[src/rtl/xbar_out_stage_if.sv]
// rtl/xbar_out_stage_if.sv - phit/select inputs and registered outputs of the crossbar output stage
interface xbar_out_stage_if #(
    parameter int N_PORTS = 4,
    parameter int PHIT_W  = 35,
    parameter int CNT_W   = 16
);
    logic [N_PORTS*PHIT_W-1:0]  in_data;
    logic [N_PORTS*N_PORTS-1:0] in_sel;
    logic                       clear_err;
    logic [N_PORTS*PHIT_W-1:0]  out_data;
    logic [N_PORTS-1:0]         err_port;
    logic [CNT_W-1:0]           err_cnt;

    modport master (
        output in_data, in_sel, clear_err,
        input  out_data, err_port, err_cnt
    );

    modport slave (
        input  in_data, in_sel, clear_err,
        output out_data, err_port, err_cnt
    );
endinterface

[src/rtl/xbar_out_stage.sv]
// rtl/xbar_out_stage.sv - crossbar with per-output packet ownership FSM, registered phits and error tracking
module xbar_out_stage #(
    parameter int N_PORTS = 4,
    parameter int PHIT_W  = 35,
    parameter int CNT_W   = 16
) (
    input  logic                 clk,
    input  logic                 reset,
    xbar_out_stage_if.slave      bus
);
    localparam int OW    = (N_PORTS > 1) ? $clog2(N_PORTS) : 1;
    localparam int B_VLD = PHIT_W - 1;
    localparam int B_SOP = PHIT_W - 2;
    localparam int B_EOP = PHIT_W - 3;

    typedef enum logic {ST_IDLE, ST_BUSY} state_t;

    state_t              r_state     [N_PORTS];
    logic [OW-1:0]       r_owner     [N_PORTS];
    logic [PHIT_W-1:0]   r_data      [N_PORTS];
    logic [N_PORTS-1:0]  r_err_port;
    logic [CNT_W-1:0]    r_err_cnt;

    state_t              w_nxt_state [N_PORTS];
    logic [OW-1:0]       w_nxt_owner [N_PORTS];
    logic [PHIT_W-1:0]   w_nxt_data  [N_PORTS];
    logic [N_PORTS-1:0]  w_err;
    logic [N_PORTS-1:0]  w_req       [N_PORTS];
    logic [N_PORTS-1:0]  w_nxt_err_port;
    logic [CNT_W-1:0]    w_nxt_err_cnt;

    // w_req[o][i]: input i presents a valid phit addressed to output o
    always_comb begin
        for (int o = 0; o < N_PORTS; o++) begin
            for (int i = 0; i < N_PORTS; i++) begin
                w_req[o][i] = bus.in_sel[i*N_PORTS + o] & bus.in_data[i*PHIT_W + B_VLD];
            end
        end
    end

    always_comb begin : p_next
        logic              one;
        logic              multi;
        logic [OW-1:0]     first;
        logic              own_req;
        logic              other_req;
        logic [PHIT_W-1:0] ph;
        one       = 1'b0;
        multi     = 1'b0;
        first     = '0;
        own_req   = 1'b0;
        other_req = 1'b0;
        ph        = '0;
        for (int o = 0; o < N_PORTS; o++) begin
            w_nxt_state[o] = r_state[o];
            w_nxt_owner[o] = r_owner[o];
            w_nxt_data[o]  = '0;
            w_err[o]       = 1'b0;
            one            = 1'b0;
            multi          = 1'b0;
            first          = '0;
            ph             = '0;
            for (int i = 0; i < N_PORTS; i++) begin
                if (w_req[o][i]) begin
                    if (one || multi) begin
                        one   = 1'b0;
                        multi = 1'b1;
                    end else begin
                        one   = 1'b1;
                        first = OW'(i);
                    end
                end
            end
            own_req   = w_req[o][r_owner[o]];
            other_req = |(w_req[o] & ~(N_PORTS'(1) << r_owner[o]));
            case (r_state[o])
                ST_IDLE: begin
                    if (multi) begin
                        w_err[o] = 1'b1;
                    end else if (one) begin
                        ph = bus.in_data[first*PHIT_W +: PHIT_W];
                        if (ph[B_SOP]) begin
                            w_nxt_data[o] = ph;
                            if (!ph[B_EOP]) begin
                                w_nxt_state[o] = ST_BUSY;
                                w_nxt_owner[o] = first;
                            end
                        end else begin
                            w_err[o] = 1'b1;
                        end
                    end
                end
                ST_BUSY: begin
                    // Intruders are dropped and flagged; the owner's phit is handled independently
                    if (other_req) begin
                        w_err[o] = 1'b1;
                    end
                    if (own_req) begin
                        ph = bus.in_data[r_owner[o]*PHIT_W +: PHIT_W];
                        w_nxt_data[o] = ph;
                        if (ph[B_EOP]) begin
                            w_nxt_state[o] = ST_IDLE;
                        end else if (ph[B_SOP]) begin
                            w_err[o] = 1'b1;
                        end
                    end
                end
                default: begin
                    w_nxt_state[o] = ST_IDLE;
                end
            endcase
        end
    end

    // A same-cycle error beats clear_err, so the cleared values restart from this cycle's errors
    always_comb begin
        w_nxt_err_port = r_err_port | w_err;
        w_nxt_err_cnt  = r_err_cnt;
        if (bus.clear_err) begin
            w_nxt_err_port = w_err;
            w_nxt_err_cnt  = (|w_err) ? CNT_W'(1) : '0;
        end else if ((|w_err) && (r_err_cnt != {CNT_W{1'b1}})) begin
            w_nxt_err_cnt = r_err_cnt + 1'b1;
        end
    end

    always_ff @(posedge clk) begin
        if (reset) begin
            for (int o = 0; o < N_PORTS; o++) begin
                r_state[o] <= ST_IDLE;
                r_owner[o] <= '0;
                r_data[o]  <= '0;
            end
            r_err_port <= '0;
            r_err_cnt  <= '0;
        end else begin
            for (int o = 0; o < N_PORTS; o++) begin
                r_state[o] <= w_nxt_state[o];
                r_owner[o] <= w_nxt_owner[o];
                r_data[o]  <= w_nxt_data[o];
            end
            r_err_port <= w_nxt_err_port;
            r_err_cnt  <= w_nxt_err_cnt;
        end
    end

    always_comb begin
        for (int o = 0; o < N_PORTS; o++) begin
            bus.out_data[o*PHIT_W +: PHIT_W] = r_data[o];
        end
    end

    assign bus.err_port = r_err_port;
    assign bus.err_cnt  = r_err_cnt;
endmodule

[src/flat_wrapper.sv]
// flat-port wrapper written by rule: the top's interface ports become plain ports
module xbar_out_stage_flat 
#(
    parameter int N_PORTS = 4,
    parameter int PHIT_W  = 35,
    parameter int CNT_W   = 16
)
  (clk, reset, bus_in_data, bus_in_sel, bus_clear_err, bus_out_data, bus_err_port, bus_err_cnt);
  xbar_out_stage_if #(.N_PORTS(N_PORTS), .PHIT_W(PHIT_W), .CNT_W(CNT_W)) bus_i ();
  input  logic clk;
  input  logic reset;
  input wire logic [$bits(bus_i.in_data)-1:0] bus_in_data;
  input wire logic [$bits(bus_i.in_sel)-1:0] bus_in_sel;
  input wire logic [$bits(bus_i.clear_err)-1:0] bus_clear_err;
  output wire logic [$bits(bus_i.out_data)-1:0] bus_out_data;
  output wire logic [$bits(bus_i.err_port)-1:0] bus_err_port;
  output wire logic [$bits(bus_i.err_cnt)-1:0] bus_err_cnt;
  assign bus_i.in_data = bus_in_data;
  assign bus_i.in_sel = bus_in_sel;
  assign bus_i.clear_err = bus_clear_err;
  assign bus_out_data = bus_i.out_data;
  assign bus_err_port = bus_i.err_port;
  assign bus_err_cnt = bus_i.err_cnt;
  xbar_out_stage #(.N_PORTS(N_PORTS), .PHIT_W(PHIT_W), .CNT_W(CNT_W)) u_core (.clk(clk), .reset(reset), .bus(bus_i));
endmodule
[config.mk]
export PLATFORM = sky130hd
export DESIGN_NAME = xbar_out_stage_flat
export DESIGN_NICKNAME = d
export VERILOG_FILES = /design/src/rtl/xbar_out_stage_if.sv /design/src/rtl/xbar_out_stage.sv /design/src/flat_wrapper.sv
export SDC_FILE = /design/constraint.sdc
export NUM_CORES = 1
export LEC_CHECK = 0
export CORE_UTILIZATION = 36
export CTS_CLUSTER_SIZE = 12
export DETAILED_ROUTE_END_ITERATION = 16
export PLACE_DENSITY_LB_ADDON = 0.3
export SLEW_MARGIN = 40
export SYNTH_ARGS = -nofsm -noshare
export SYNTH_HDL_FRONTEND = slang
export SYNTH_SLANG_ARGS = --single-unit
[constraint.sdc]
create_clock -name clk -period 2.85 [get_ports clk]
set_clock_uncertainty 0.1 [all_clocks]
set_input_delay 0.4275 -clock clk [delete_from_list [all_inputs] [get_ports clk]]
set_output_delay 0.4275 -clock clk [all_outputs]
set_load 0.02 [all_outputs]
* Word level (Yosys, flattened, before mapping)
Memories as Yosys holds them, arrays and structs flattened.
Cells that the tools add are included.
** Word-level totals
- Register bits after elaboration :: 20
- Bits in writable memories :: 152
- Output and inout bits :: 160
- Word-level logic and storage cells :: 290
- Memories kept :: 3
** Operators by class
- Add/subtract/negate cells :: 1
- Multipliers :: 8
- Order comparisons :: 4
- Equality and inequality tests :: 1
- Shift operators :: 12
- Muxes and demuxes :: 203
- Bitwise logic cells :: 41
- Reductions and logical operators :: 15
** Memories
- u_core.r_data :: words 4, width 35, rd ports 4, clocked after Yosys merged registers in 0, write ports 4, line xbar_out_stage.sv:20 : logic [PHIT_W-1:0] r_data [N_PORTS];
- u_core.r_owner :: words 4, width 2, rd ports 4, clocked after Yosys merged registers in 0, write ports 4, line xbar_out_stage.sv:19 : logic [OW-1:0] r_owner [N_PORTS];
- u_core.r_state :: words 4, width 1, rd ports 4, clocked after Yosys merged registers in 0, write ports 4, line xbar_out_stage.sv:18 : state_t r_state [N_PORTS];
** Operators by type and width (number)
- 140-bit by 9-bit variable part select with 35-bit output :: 8
- 35-bit 2-to-1 mux :: 20
- 35-bit one-hot mux with 2 select lines :: 4
- 1-bit 2-to-1 mux :: 120
- 2-bit 2-to-1 mux :: 44
- 2-bit by 6-bit multiplier with 8-bit output (second input constant) :: 8
- 16-bit 2-to-1 mux :: 2
- 4-bit OR reduction :: 5
- 16-bit by 1-bit adder with 16-bit output (second input constant) :: 1
- 1-bit bitwise AND :: 16
- 4-bit bitwise AND :: 4
- 16-bit inequality test (second input constant) :: 1
- 4-bit NOT :: 4
- 1-bit one-hot mux with 2 select lines :: 8
- 1-bit by 2-bit left shift with 4-bit output (first input constant) :: 4
- 2-bit by 3-bit < comparator with 1-bit output (second input constant) :: 4
- 1-bit OR :: 12
- 1-bit binary-select mux with 2-bit select :: 4
- 1-bit logical OR :: 8
- 4-bit 2-to-1 mux :: 1
- 1-bit NOT :: 4
- 4-bit OR :: 1
- 2-bit nonzero test :: 1
- 1-bit logical AND :: 1

* Logic depth before layout (Yosys ltp)
- Depth in word-level cells :: 20
- Gate-level depth with buffers :: 15
- Depth with buffers taken out :: 11

* Worst setup path after synthesis
No wires, ideal clock.
- Path type :: input -> register
- From :: in bus_in_data[69]
- To :: mem u_core.r_data[3][10]
- Setup time :: 0.128 ns
- Arrival time :: 2.828 ns
- Data required time :: 2.622 ns
- Slack :: -0.205 ns
- Stages :: 12
- Cells stage by stage :: buf_6 -> nand2_1 -> ha_1 -> a211o_1 -> a21oi_1 -> or2_1 -> buf_2 -> buf_4 -> buf_2 -> mux4_2 -> a22oi_1 -> nor2_1
** RTL lines
- start, declared :: line flat_wrapper.sv:12 : input wire logic [$bits(bus_i.in_data)-1:0] bus_in_data;
- end, declared :: line xbar_out_stage.sv:20

==> results.sh <==
export IMPL_status="finished clean"
export IMPL_final_nets=1692
export IMPL_numCtsBuffers=17
export IMPL_gp_congestion=0.964
export IMPL_p_total_mw=8.42
export IMPL_grt_pass1_vias=12800
export IMPL_crit_fanout=6
export IMPL_final_area_um2=19500
export IMPL_synth_nets=1310
export IMPL_core_area_um2=37000
export IMPL_drtAntennaViolNets=0
export IMPL_drc=0
export IMPL_relSlewSlack_pct=47.6
export IMPL_powerDensity_nw_per_um2=432
export IMPL_layout_commonest_cell="clkdlybuf4s50_1"
export IMPL_placedInstanceArea_um2=18500
export IMPL_synth_cell_type_count=63
export IMPL_yosysWarnings=0
export IMPL_die_area_um2=38700
export IMPL_tightest_slew_ps=787
export IMPL_max_cap_violations=0
export IMPL_cts_hold_buffers=0
export IMPL_arrival_ps=3070
export IMPL_fin_hold_ws_ps=211
export IMPL_irDropWorstVdd_mv=0.439
export IMPL_tritoncts="done"
export IMPL_via_count=12900
export IMPL_viasPerCell=6.31
export IMPL_drt_iter0_drc=1288
export IMPL_cts_max_level=4
export IMPL_synth_async_reset_ratio_pct=0
export IMPL_avgSynthCellArea_um2=12.0
export IMPL_mostFrequentLayoutCells="308 x clkdlybuf4s50_1, 276 x mux4_2, 166 x nor2_1"
export IMPL_min_period_over_period_pct=97.8
export IMPL_netlist_area_um2=13600
export IMPL_drive_above_1_share_pct=35.9
export IMPL_synth_top_area_share_pct=45.6
export IMPL_power_switching_mw=2.72
export IMPL_finalSetupViolCount=0
export IMPL_cts_root_buffer="clkbuf_16"
export IMPL_finalCriticalPeriod_ps=2790
export IMPL_synth_largest_area_cell="mux4_2"
export IMPL_cp_start_kind="input pin"
export IMPL_rsz0062_at_grt="yes"
export IMPL_dr_pass1_iters=5
export IMPL_post_dp_hpwl_mm=34.8
export IMPL_grt_ovfl_total=0
export IMPL_fp_dieW_um=197
export IMPL_grt_antenna_before_repair=0
export IMPL_clock_fmax_mhz=359
export IMPL_start_util_pct=36.9
export IMPL_path_class="in2reg"
export IMPL_io_buffers=318
export IMPL_comb_power_share_pct=37.3
export IMPL_p_leak_nw=6.73
export IMPL_seq_power_share_pct=31.0
export IMPL_synth_ff_type="dfxtp_1"
export IMPL_grt_usage_pct=27.7
export IMPL_avgRoutedWirePerCell_um=26.2
export IMPL_clockPowerShare_pct=31.7
export IMPL_clkTransAtPathRegs_ps=70
export IMPL_synth_area_leaders="mux4_2 46%, dfxtp_1 25%, a22oi_1 7.2%"
export IMPL_switching_share_pct=32.3
export IMPL_clk_latency_ps=460
export IMPL_totalWireLength_mm=53.4
export IMPL_cp_end_kind="flop"
export IMPL_fillers=3198
export IMPL_hold_class="in2reg"
export IMPL_clockBufferDepth=2
export IMPL_hold_viol_final=0
export IMPL_grt_start_max_net_pins=161
export IMPL_synth_edf_count=0
export IMPL_yosysSeqAreaShare_pct=25.2
export IMPL_cts_sinks=172
export IMPL_post_layout_nonfiller_instances=2036
export IMPL_row_count=70
export IMPL_slew_viol_final=0
export IMPL_io_pins=319
export IMPL_die_h_um=197
export IMPL_syn2layout_area_growth_pct=42.8
export IMPL_ys_seq_elements=172
export IMPL_critical_path_required_ps=3130
export IMPL_grt_pass1_wl_mm=80.2
export IMPL_place_inst=1988
export IMPL_internal_power_mw=5.69
export IMPL_syn_inst=1136
## area by class of cell
class	count	area [µm²]	area share, %
Timing Repair Buffer	483	4750	24.4
Multi-Input combinational cell	829	9930	51.0
Clock inverter	14	205	1.05
Sequential cell	172	3460	17.8
Inverter	15	56.3	0.289
Tap cell	504	631	3.24
Antenna cell	1	2.50	0.0128
Clock buffer	18	439	2.25
## through the flow
step	TNS (ps)	worst slack [ps]	util [%]
after global routing	-181	-53.4	52.7
final	0	63.5	52.7
after detailed placement	-116710	-859	50.0
after floorplan	0	4.36	-
after global placement	-106990	-744	50.0
after CTS	0	2.91	52.3
## power groups by stage
| stage | Combinational [mW] | Sequential, mW | Clock, mW |
|---|---|---|---|
| after floorplan | 1.58 | 2.78 | 0 |
| after global placement | 2.91 | 2.67 | 0 |
| after detailed placement | 2.98 | 2.66 | 0 |
| after CTS | 3.07 | 2.61 | 2.71 |
| after global routing | 3.31 | 2.62 | 2.81 |
| final | 3.14 | 2.61 | 2.67 |
## cell families (layout without fill, tap and decap cells)
group	count (synthesis)	in the layout	share of synthesized area, %
AO/OA/AOI/OAI	231	231	12.6
other	0	1	0
flip-flops	172	172	25.2
AND/OR/NAND/NOR	288	288	9.61
multiplexers	295	295	47.0
buffers and inverters	135	530	4.20
adder cells (fa/ha/maj)	15	15	1.38
## worst max-delay path, stage by stage
cell	delay [ps]
clkdlybuf4s50_1	480
nand2_2	100
ha_4	270
a211oi_4	270
a21oi_4	100
a2111o_1	470
a311oi_4	250
buf_4	170
buf_4	170
buf_4	140
a22oi_1	90
nor2_1	140
## layer usage
layer	vias up	track usage (%)	share of wire (%)
li1	5417	-	-
met1	6455	35.9	38
met2	864	46.2	49
met3	115	6.06	9.9
met4	0	9.13	2.8
met5	-	0	0
## registers in the layout, indices dropped and copies added, names as in the netlist
name and cells:
u_core.r_owner 8, u_core.r_state 4, u_core.bus.err_cnt 16, u_core.r_data 140, u_core.bus.err_port 4
## synthesized netlist by cell type, types with 3 or more instances
master / instances
or4_1: 3
a22oi_1: 131
nand3_1: 6
a21oi_2: 5
a41o_1: 3
buf_2: 14
and2_1: 13
nor2_1: 167
nand4_1: 4
dfxtp_1: 172
a211o_1: 4
o2111a_1: 3
clkbuf_1: 79
buf_1: 20
a211oi_1: 8
mux4_2: 276
buf_6: 6
o21ai_0: 13
or2_2: 3
nor2b_1: 6
a31oi_1: 6
or3_1: 4
nand2_1: 46
o211ai_1: 7
and3b_1: 4
ha_1: 15
and3_1: 11
a21oi_1: 30
mux2i_1: 17
nand4b_1: 4
inv_1: 14
## worst paths after layout
check                                             from                      to  slack (ps)  depth (start not counted)
worst max-delay path                     bus_in_sel[2]     u_core.r_data[2][2]          60                         12
worst min-delay path                             reset  u_core.bus.err_cnt[12]         210                          3
worst max register to register    u_core.r_owner[0][5]   u_core.bus.err_cnt[7]         210                          8
worst min register to register  u_core.bus.err_port[1]  u_core.bus.err_port[1]         380                          2
## what timing repair did
item / in CTS / in global routing
setup endpoints to repair: 167 / 124
setup buffers: 9 / 5
gates cloned: 0 / 2
pin swaps: 16 / 20
resized for setup: 32 / 27
Note: power is estimated with default switching activity, not from simulation.
